--- config.mk ---
export PLATFORM = sky130hd
export DESIGN_NAME = piramide_decoder_flat
export DESIGN_NICKNAME = d
export VERILOG_FILES = /design/src/rtl/piramide_dec_if.sv /design/src/rtl/piramide_decoder.sv /design/src/flat_wrapper.sv
export SDC_FILE = /design/constraint.sdc
export NUM_CORES = 1
export LEC_CHECK = 0
export CAP_MARGIN = 10
export CORE_ASPECT_RATIO = 1.75
export CORE_MARGIN = 5
export CORE_UTILIZATION = 48
export CTS_CLUSTER_SIZE = 20
export DETAILED_ROUTE_END_ITERATION = 10
export GPL_TIMING_DRIVEN = 0
export PLACE_DENSITY_LB_ADDON = 0.25
export RECOVER_POWER = 100
export SLEW_MARGIN = 20
export SYNTH_ARGS = -nofsm -noshare
export SYNTH_HDL_FRONTEND = slang
export SYNTH_SLANG_ARGS = --single-unit
export TNS_END_PERCENT = 50
--- constraint.sdc ---
create_clock -name clk -period 2.3 [get_ports clk]
set_input_delay 0.46 -clock clk [delete_from_list [all_inputs] [get_ports clk]]
set_output_delay 0.46 -clock clk [all_outputs]
set_load 0.05 [all_outputs]
--- src/rtl/piramide_dec_if.sv ---
// Sample/status bundle between a piramide stream source and piramide_decoder.
// The peak_chg wire exists only when PIRAMIDE_DEC_CHANGE_EN is defined.
interface piramide_dec_if #(
  parameter int W  = 4,
  parameter int CW = 6,
  parameter int EW = 4
);
  logic [W-1:0]  sample;
  logic [W-1:0]  peak;
  logic          peak_valid;
  logic          dir;
  logic          locked;
  logic [CW-1:0] period;
  logic          err;
  logic [EW-1:0] err_cnt;
`ifdef PIRAMIDE_DEC_CHANGE_EN
  logic          peak_chg;
`endif

  modport master (
    output sample,
    input  peak, peak_valid, dir, locked, period, err, err_cnt
`ifdef PIRAMIDE_DEC_CHANGE_EN
    , input peak_chg
`endif
  );

  modport slave (
    input  sample,
    output peak, peak_valid, dir, locked, period, err, err_cnt
`ifdef PIRAMIDE_DEC_CHANGE_EN
    , output peak_chg
`endif
  );
endinterface

--- src/rtl/piramide_decoder.sv ---
// Triangle-stream decoder: recovers peak, period and direction from a piramide
// output stream and flags sequence breaks. Optional macro: PIRAMIDE_DEC_CHANGE_EN.
module piramide_decoder #(
  parameter int W  = 4,
  parameter int CW = 6,
  parameter int EW = 4
) (
  input  logic           clk,
  input  logic           rst,
  piramide_dec_if.slave  bus
);

  localparam logic [1:0] S_IDLE = 2'd0;
  localparam logic [1:0] S_UP   = 2'd1;
  localparam logic [1:0] S_DOWN = 2'd2;

  function automatic logic [CW-1:0] cnt_inc(input logic [CW-1:0] v);
    return (v == {CW{1'b1}}) ? v : v + CW'(1);
  endfunction

  function automatic logic [EW-1:0] err_inc(input logic [EW-1:0] v);
    return (v == {EW{1'b1}}) ? v : v + EW'(1);
  endfunction

  logic [1:0]    state_q,   state_d;
  logic [W-1:0]  prev_q,    prev_d;
  logic [W-1:0]  peak_q,    peak_d;
  logic          pv_q,      pv_d;
  logic          dir_q,     dir_d;
  logic          locked_q,  locked_d;
  logic [CW-1:0] period_q,  period_d;
  logic          err_q,     err_d;
  logic [EW-1:0] err_cnt_q, err_cnt_d;
  logic [CW-1:0] cnt_q,     cnt_d;
  logic          have_q,    have_d;
  logic          chg_q,     chg_d;

  logic          is_inc, is_dec, viol;

  // Width-extended compare so prev==2**W-1 can never match an increment.
  assign is_inc = ({1'b0, bus.sample} == ({1'b0, prev_q} + (W+1)'(1)));
  assign is_dec = (prev_q != '0) && (bus.sample == prev_q - W'(1));

  always_comb begin
    state_d   = state_q;
    prev_d    = bus.sample;
    peak_d    = peak_q;
    pv_d      = 1'b0;
    period_d  = period_q;
    err_d     = 1'b0;
    err_cnt_d = err_cnt_q;
    cnt_d     = locked_q ? cnt_inc(cnt_q) : cnt_q;
    have_d    = have_q;
    chg_d     = 1'b0;
    viol      = 1'b0;

    case (state_q)
      S_IDLE: begin
        if (bus.sample == '0) begin
          state_d = S_UP;
          cnt_d   = '0;
          have_d  = 1'b0;
        end
      end
      S_UP: begin
        if (is_inc) begin
          state_d = S_UP;
        end else if (is_dec) begin
          state_d = S_DOWN;
          peak_d  = prev_q;
          pv_d    = 1'b1;
          chg_d   = have_q && (prev_q != peak_q);
          if (have_q) period_d = cnt_inc(cnt_q);
          cnt_d   = '0;
          have_d  = 1'b1;
        end else if ((bus.sample == '0) && (prev_q == '0)) begin
          // max=0: every flat zero sample is its own peak.
          peak_d   = '0;
          pv_d     = 1'b1;
          chg_d    = have_q && (peak_q != '0);
          period_d = CW'(1);
          cnt_d    = '0;
          have_d   = 1'b1;
        end else begin
          viol = 1'b1;
        end
      end
      S_DOWN: begin
        if (is_dec) begin
          state_d = S_DOWN;
        end else if ((prev_q == '0) && (bus.sample == W'(1))) begin
          state_d = S_UP;
        end else begin
          viol = 1'b1;
        end
      end
      default: begin
        state_d = S_IDLE;
      end
    endcase

    if (viol) begin
      state_d   = S_IDLE;
      err_d     = 1'b1;
      err_cnt_d = err_inc(err_cnt_q);
    end

    dir_d    = (state_d == S_UP);
    locked_d = (state_d != S_IDLE);
  end

  always_ff @(posedge clk) begin
    if (rst) begin
      state_q   <= S_IDLE;
      prev_q    <= '0;
      peak_q    <= '0;
      pv_q      <= 1'b0;
      dir_q     <= 1'b0;
      locked_q  <= 1'b0;
      period_q  <= '0;
      err_q     <= 1'b0;
      err_cnt_q <= '0;
      cnt_q     <= '0;
      have_q    <= 1'b0;
      chg_q     <= 1'b0;
    end else begin
      state_q   <= state_d;
      prev_q    <= prev_d;
      peak_q    <= peak_d;
      pv_q      <= pv_d;
      dir_q     <= dir_d;
      locked_q  <= locked_d;
      period_q  <= period_d;
      err_q     <= err_d;
      err_cnt_q <= err_cnt_d;
      cnt_q     <= cnt_d;
      have_q    <= have_d;
      chg_q     <= chg_d;
    end
  end

  assign bus.peak       = peak_q;
  assign bus.peak_valid = pv_q;
  assign bus.dir        = dir_q;
  assign bus.locked     = locked_q;
  assign bus.period     = period_q;
  assign bus.err        = err_q;
  assign bus.err_cnt    = err_cnt_q;

`ifdef PIRAMIDE_DEC_CHANGE_EN
  assign bus.peak_chg   = chg_q;
`else
  logic unused_chg;
  assign unused_chg = chg_q;
`endif

endmodule

--- src/flat_wrapper.sv ---
// flat-port wrapper written by rule: the top's interface ports become plain ports
module piramide_decoder_flat 
#(
  parameter int W  = 4,
  parameter int CW = 6,
  parameter int EW = 4
)
  (clk, rst, bus_sample, bus_peak, bus_peak_valid, bus_dir, bus_locked, bus_period, bus_err, bus_err_cnt);
  piramide_dec_if #(.W(W), .CW(CW), .EW(EW)) bus_i ();
  input  logic clk;
  input  logic rst;
  input wire logic [$bits(bus_i.sample)-1:0] bus_sample;
  output wire logic [$bits(bus_i.peak)-1:0] bus_peak;
  output wire logic [$bits(bus_i.peak_valid)-1:0] bus_peak_valid;
  output wire logic [$bits(bus_i.dir)-1:0] bus_dir;
  output wire logic [$bits(bus_i.locked)-1:0] bus_locked;
  output wire logic [$bits(bus_i.period)-1:0] bus_period;
  output wire logic [$bits(bus_i.err)-1:0] bus_err;
  output wire logic [$bits(bus_i.err_cnt)-1:0] bus_err_cnt;
  assign bus_i.sample = bus_sample;
  assign bus_peak = bus_i.peak;
  assign bus_peak_valid = bus_i.peak_valid;
  assign bus_dir = bus_i.dir;
  assign bus_locked = bus_i.locked;
  assign bus_period = bus_i.period;
  assign bus_err = bus_i.err;
  assign bus_err_cnt = bus_i.err_cnt;
  piramide_decoder #(.W(W), .CW(CW), .EW(EW)) u_core (.clk(clk), .rst(rst), .bus(bus_i));
endmodule
==> results.txt <==
- Critical path capture point type: flip-flop
- The count of nets left with antenna violations once routing finished came out at 0.
- Synthesized instance count: 173
- In this run, distinct cell masters in the synthesized netlist total 47.
* HPWL after detailed placement: 2886 um
- Count of warnings emitted by yosys: 0
- Number of clock buffers inserted by TritonCTS: 5
- The clock reaches the later pin of the worst-skew pair after 0.29 ns.
- Max-cap violations in this run came to 0.
- Most area-consuming cells after synthesis: sky130_fd_sc_hd__dfxtp_1 38%, sky130_fd_sc_hd__nor2_1 6.4%, sky130_fd_sc_hd__ha_1 6.1%
* Main combinational cell family by area after synthesis: simple AND/OR/NAND/NOR gates
* Pin count of the biggest net entering global routing: 12
- Power spread over the standard cell area amounts to 630.9 nW/um2.
* XOR/XNOR share of the synthesized area: 7.214%
- Averaged over all synthesized cells, the footprint is approximately 9.4 um2.
- Before antenna repair, the detailed router went through 4 iterations.
- Sequential share of the synthesized area: 38.07%
- The layout has between 200 and 300 filler cells.
- Setup violations remaining at the end of the flow were counted as 0.
* Share of total power in sequential cells: 40.8%
- Leakage: 0.0008644 uW
- In the routed design, unresolved DRC markers number 0.
- Sw Pwr: 325.1 uW
- Derived from the worst setup path, the maximum achievable clock frequency is 0.4471 GHz.
* Final number of hold-violating endpoints: 0
- Once layout is complete, the utilization of the core stands at 65.30%.
- Aggregate global-route resource usage: a little under a fifth
* Share of the synthesized area in the top cell type: 38.07%
- The most used flip-flop cell after synthesis is sky130_fd_sc_hd__dfxtp_1.
- Port Buffer Count: 23
* Critical path, cell by cell: inv_1, ha_1, xnor2_2, nand4_1, o21ai_1, a21oi_4, nor3b_1, a41o_1
- Minimum hold slack: roughly 0.49 ns
- Summing the areas of all fa, ha and maj instances in the mapped netlist gives 6.140% of the synthesized area.
- The floorplan has 28 rows.
* Clk pwr share: between 40% and 50%
- CTS tree: yes
* Max-slew headroom: 64.70%
- The initial antenna violation count came to 0.
- Critical path startpoint category: flip-flop
- After the first detailed-routing iteration, the DRC count stood at 27.
- The portion of synthesized area spent on multiplexers is around 5%.
- The die is 87.10 um tall.
- Routed wirelength normalized by instance count: 15.73 um
- The die covers between 4000 and 5000 um2.
- Layout area overhead: 33.31%
* Number of standard cells in the final layout excluding fillers: 252
* Initial cell density of the core: 48.98%
- The total count of max-transition violations in the final report came to 0.
- Setup repair after global routing missed its margin: yes
- Post-synth EDFFs: 0
* Switching Share: 23.71%
- Of the available clock period, the critical path in the final layout requires 97.25%.
- Synthesis inferred 31 register bits.
- CTS placed an instance of sky130_fd_sc_hd__clkbuf_8 at the clock tree root.
* Final critical-path required period: 2.237 ns
* Crit Path Class: reg2reg
- Via density: 5.563
* Clock Skews: 0.008437 ns
* Synthesized Nets: between 150 and 200
- VDD IR-drop max: 504.3 uV
- The congestion estimate from routability-driven global placement came to 0.7311.
- In this run the deepest clock path goes through 2 buffers.
* Top-Level Pins: 24
* Worst-Margin Slew: 0.5259 ns
* Share of synthesized cell area in and, or, nand and nor gates: 23.02%
- Global-route wire length before repair: approximately 6500 um
- Post-synthesis instance area: 1630 um2
- Final-stage net count: 220
* Class of the most critical hold timing path: reg2reg
* Standard cell with the maximum stage delay on the critical path: sky130_fd_sc_hd__o21ai_1
- After global routing the overflow that remains totals 0.
- The number of global-route vias before repair came to 1,474.
- For the worst setup path, the data required time is 2.53 ns.
* CTS clock-pin slew for the worst setup and hold paths: ~0.07 ns
- Counting both buffers and inverters, the worst setup path holds a total of 1.
- The number of placed instances, taps included, is 241.
- The run finished with clean final reports.
* Combinational power share: 12.1%
- The number of antenna diodes in the final layout is 0.
* CP arrival: 2.46 ns
- Compound-gate portion of the synthesized area: about 18%
- Maximum fanout along the worst path: 10
- The kind of cell with the highest combined delay along the critical path is compound AO/OA/AOI/OAI gates.
- Placeable core region: 3328 um2
- In the final layout, the share of cells above drive strength 1 is between 15 and 20%.
- Clock sinks: 31
* Worst stage delay on the critical path: 0.47 ns
* Number of levels in the clock H-tree: 2
- After synthesis, the share of flip-flops with an asynchronous set or reset is 0%.
- sky130_fd_sc_hd__dfxtp_1 takes more of the synthesized area than any other cell.
* Internal: 1046 uW
* Final routed wirelength across all metal layers: 3964 um
* Via count: 1,402
- X dimension of the die: between 50 and 60 um
-- cell type report --
type | instances | area, um2 | share of cell area, %
well taps | 45 | 56.30 | 2.591
clock inverters | 3 | 67.56 | 3.109
flip-flops and latches | 31 | 625.6 | 28.79
clock buffers | 5 | 68.82 | 3.166
inverters | 6 | 22.52 | 1.036
plain buffers | 5 | 23.77 | 1.094
multi-input cells | 131 | 1045 | 48.07
repair buffers | 26 | 264.0 | 12.15
-- per-stage QoR --
stage	setup WS [ns]	power, uW	cell area [um2]	TNS [ns]
finish	0.06328	1371	2173	0
global route	-0.02669	1426	2173	-0.09379
CTS	0.001432	1363	2090	0
detailed placement	-0.5253	714.0	1917	-9.161
global placement	-0.4438	707.9	1917	-7.769
floorplan	0.1378	670.1	1630	0
-- cell usage in the layout (no fill, tap or decap), types with 2 or more instances in the layout --
cell and instances:
sky130_fd_sc_hd__xor2_2 2, sky130_fd_sc_hd__a211oi_1 4, sky130_fd_sc_hd__xnor2_2 2, sky130_fd_sc_hd__buf_4 3, sky130_fd_sc_hd__nor2_1 28, sky130_fd_sc_hd__dfxtp_1 29, sky130_fd_sc_hd__o21ai_0 2, sky130_fd_sc_hd__nor4_4 2
sky130_fd_sc_hd__xor2_1 3, sky130_fd_sc_hd__nand3_1 7, sky130_fd_sc_hd__and3_1 3, sky130_fd_sc_hd__mux2i_1 8, sky130_fd_sc_hd__ha_1 8, sky130_fd_sc_hd__clkbuf_1 3, sky130_fd_sc_hd__bufinv_16 2, sky130_fd_sc_hd__a31oi_1 2
sky130_fd_sc_hd__nor3b_1 4, sky130_fd_sc_hd__nand4_1 3, sky130_fd_sc_hd__nor2b_1 7, sky130_fd_sc_hd__a21oi_1 3, sky130_fd_sc_hd__a41o_1 3, sky130_fd_sc_hd__dlymetal6s2s_1 2, sky130_fd_sc_hd__dlygate4sd3_1 14, sky130_fd_sc_hd__clkbuf_8 5
sky130_fd_sc_hd__nand2_1 2, sky130_fd_sc_hd__clkdlybuf4s50_1 5, sky130_fd_sc_hd__xnor2_1 3, sky130_fd_sc_hd__nand2b_1 3, sky130_fd_sc_hd__o21a_1 2, sky130_fd_sc_hd__inv_1 6, sky130_fd_sc_hd__a22oi_1 4
-- synth_stat cells, types with 3 or more instances --
master                      n
sky130_fd_sc_hd__dfxtp_1   31
sky130_fd_sc_hd__nor2_1    28
sky130_fd_sc_hd__ha_1       8
sky130_fd_sc_hd__mux2i_1    8
sky130_fd_sc_hd__nand3_1    7
sky130_fd_sc_hd__nor2b_1    7
sky130_fd_sc_hd__inv_1      6
sky130_fd_sc_hd__nor3b_1    5
sky130_fd_sc_hd__xnor2_1    5
sky130_fd_sc_hd__a211oi_1   4
sky130_fd_sc_hd__a22oi_1    4
sky130_fd_sc_hd__xor2_1     4
sky130_fd_sc_hd__a21oi_1    3
sky130_fd_sc_hd__a41o_1     3
sky130_fd_sc_hd__and3_1     3
sky130_fd_sc_hd__clkbuf_1   3
sky130_fd_sc_hd__nand2_1    3
sky130_fd_sc_hd__nand2b_1   3
sky130_fd_sc_hd__nand4_1    3
sky130_fd_sc_hd__o21ai_1    3
-- layer usage --
layer  vias up  GRT usage (%)  routed length (um)
met2        19          34.77                2296
met4         0          9.070                 105
met5         -              0                   0
met3        10          5.317                 130
met1       679          17.49                1433
li1        694              -                   -
-- power groups by stage --
stage	clock, uW	sequential, uW	combinational [uW]
3_3_place_gp	0	570	138
5_1_grt	687	561	178
4_1_cts	657	559	147
6_report	645	560	166
3_5_place_dp	0	571	143
2_1_floorplan	0	576	93.8
-- kinds of logic (layout without fill, tap and decap cells) --
logic type | after synthesis | in the layout
compound gates | 35 | 35
xor+xnor | 11 | 11
fa+ha+maj | 8 | 8
buf+inv | 11 | 45
flops | 31 | 31
mux | 8 | 8
simple gates | 69 | 69
-- repair_timing --
| action | in CTS | in global routing |
|---|---|---|
| pin swaps | 2 | 4 |
| setup buffers | 2 | 1 |
| hold buffers | 0 | 0 |
| cloned | 0 | 0 |
| gates resized for setup | 7 | 15 |
| setup endpoints to repair | 20 | 23 |
-- flip-flops by register name (all words and copies together) (netlist names) --
| signal | count |
|---|---|
| u_core.bus.dir | 1 |
| u_core.prev_q | 4 |
| u_core.have_q | 1 |
| u_core.bus.period | 6 |
| u_core.bus.locked | 1 |
| u_core.cnt_q | 6 |
| u_core.bus.peak | 4 |
| u_core.bus.err_cnt | 4 |
| u_core.bus.err | 1 |
| u_core.state_q | 2 |
| u_core.bus.peak_valid | 1 |
-- tightest hold or removal path, delay by kind of cell, from the launching register on --
family | cells | cell delay [ns]
flip-flops | 1 | 0.33
AND/OR/NAND/NOR | 1 | 0.07
multiplexers | 1 | 0.06
-- final timing paths --
check                        from              endpoint  slack [ns]  cells past startpoint
max              u_core.prev_q[0]  u_core.bus.period[4]        0.06                      8
max reg2reg      u_core.prev_q[0]  u_core.bus.period[4]        0.06                      8
min reg2reg  u_core.bus.period[3]  u_core.bus.period[3]        0.49                      2
min          u_core.bus.period[3]  u_core.bus.period[3]        0.49                      2
Power figures use the tool's default switching activity.
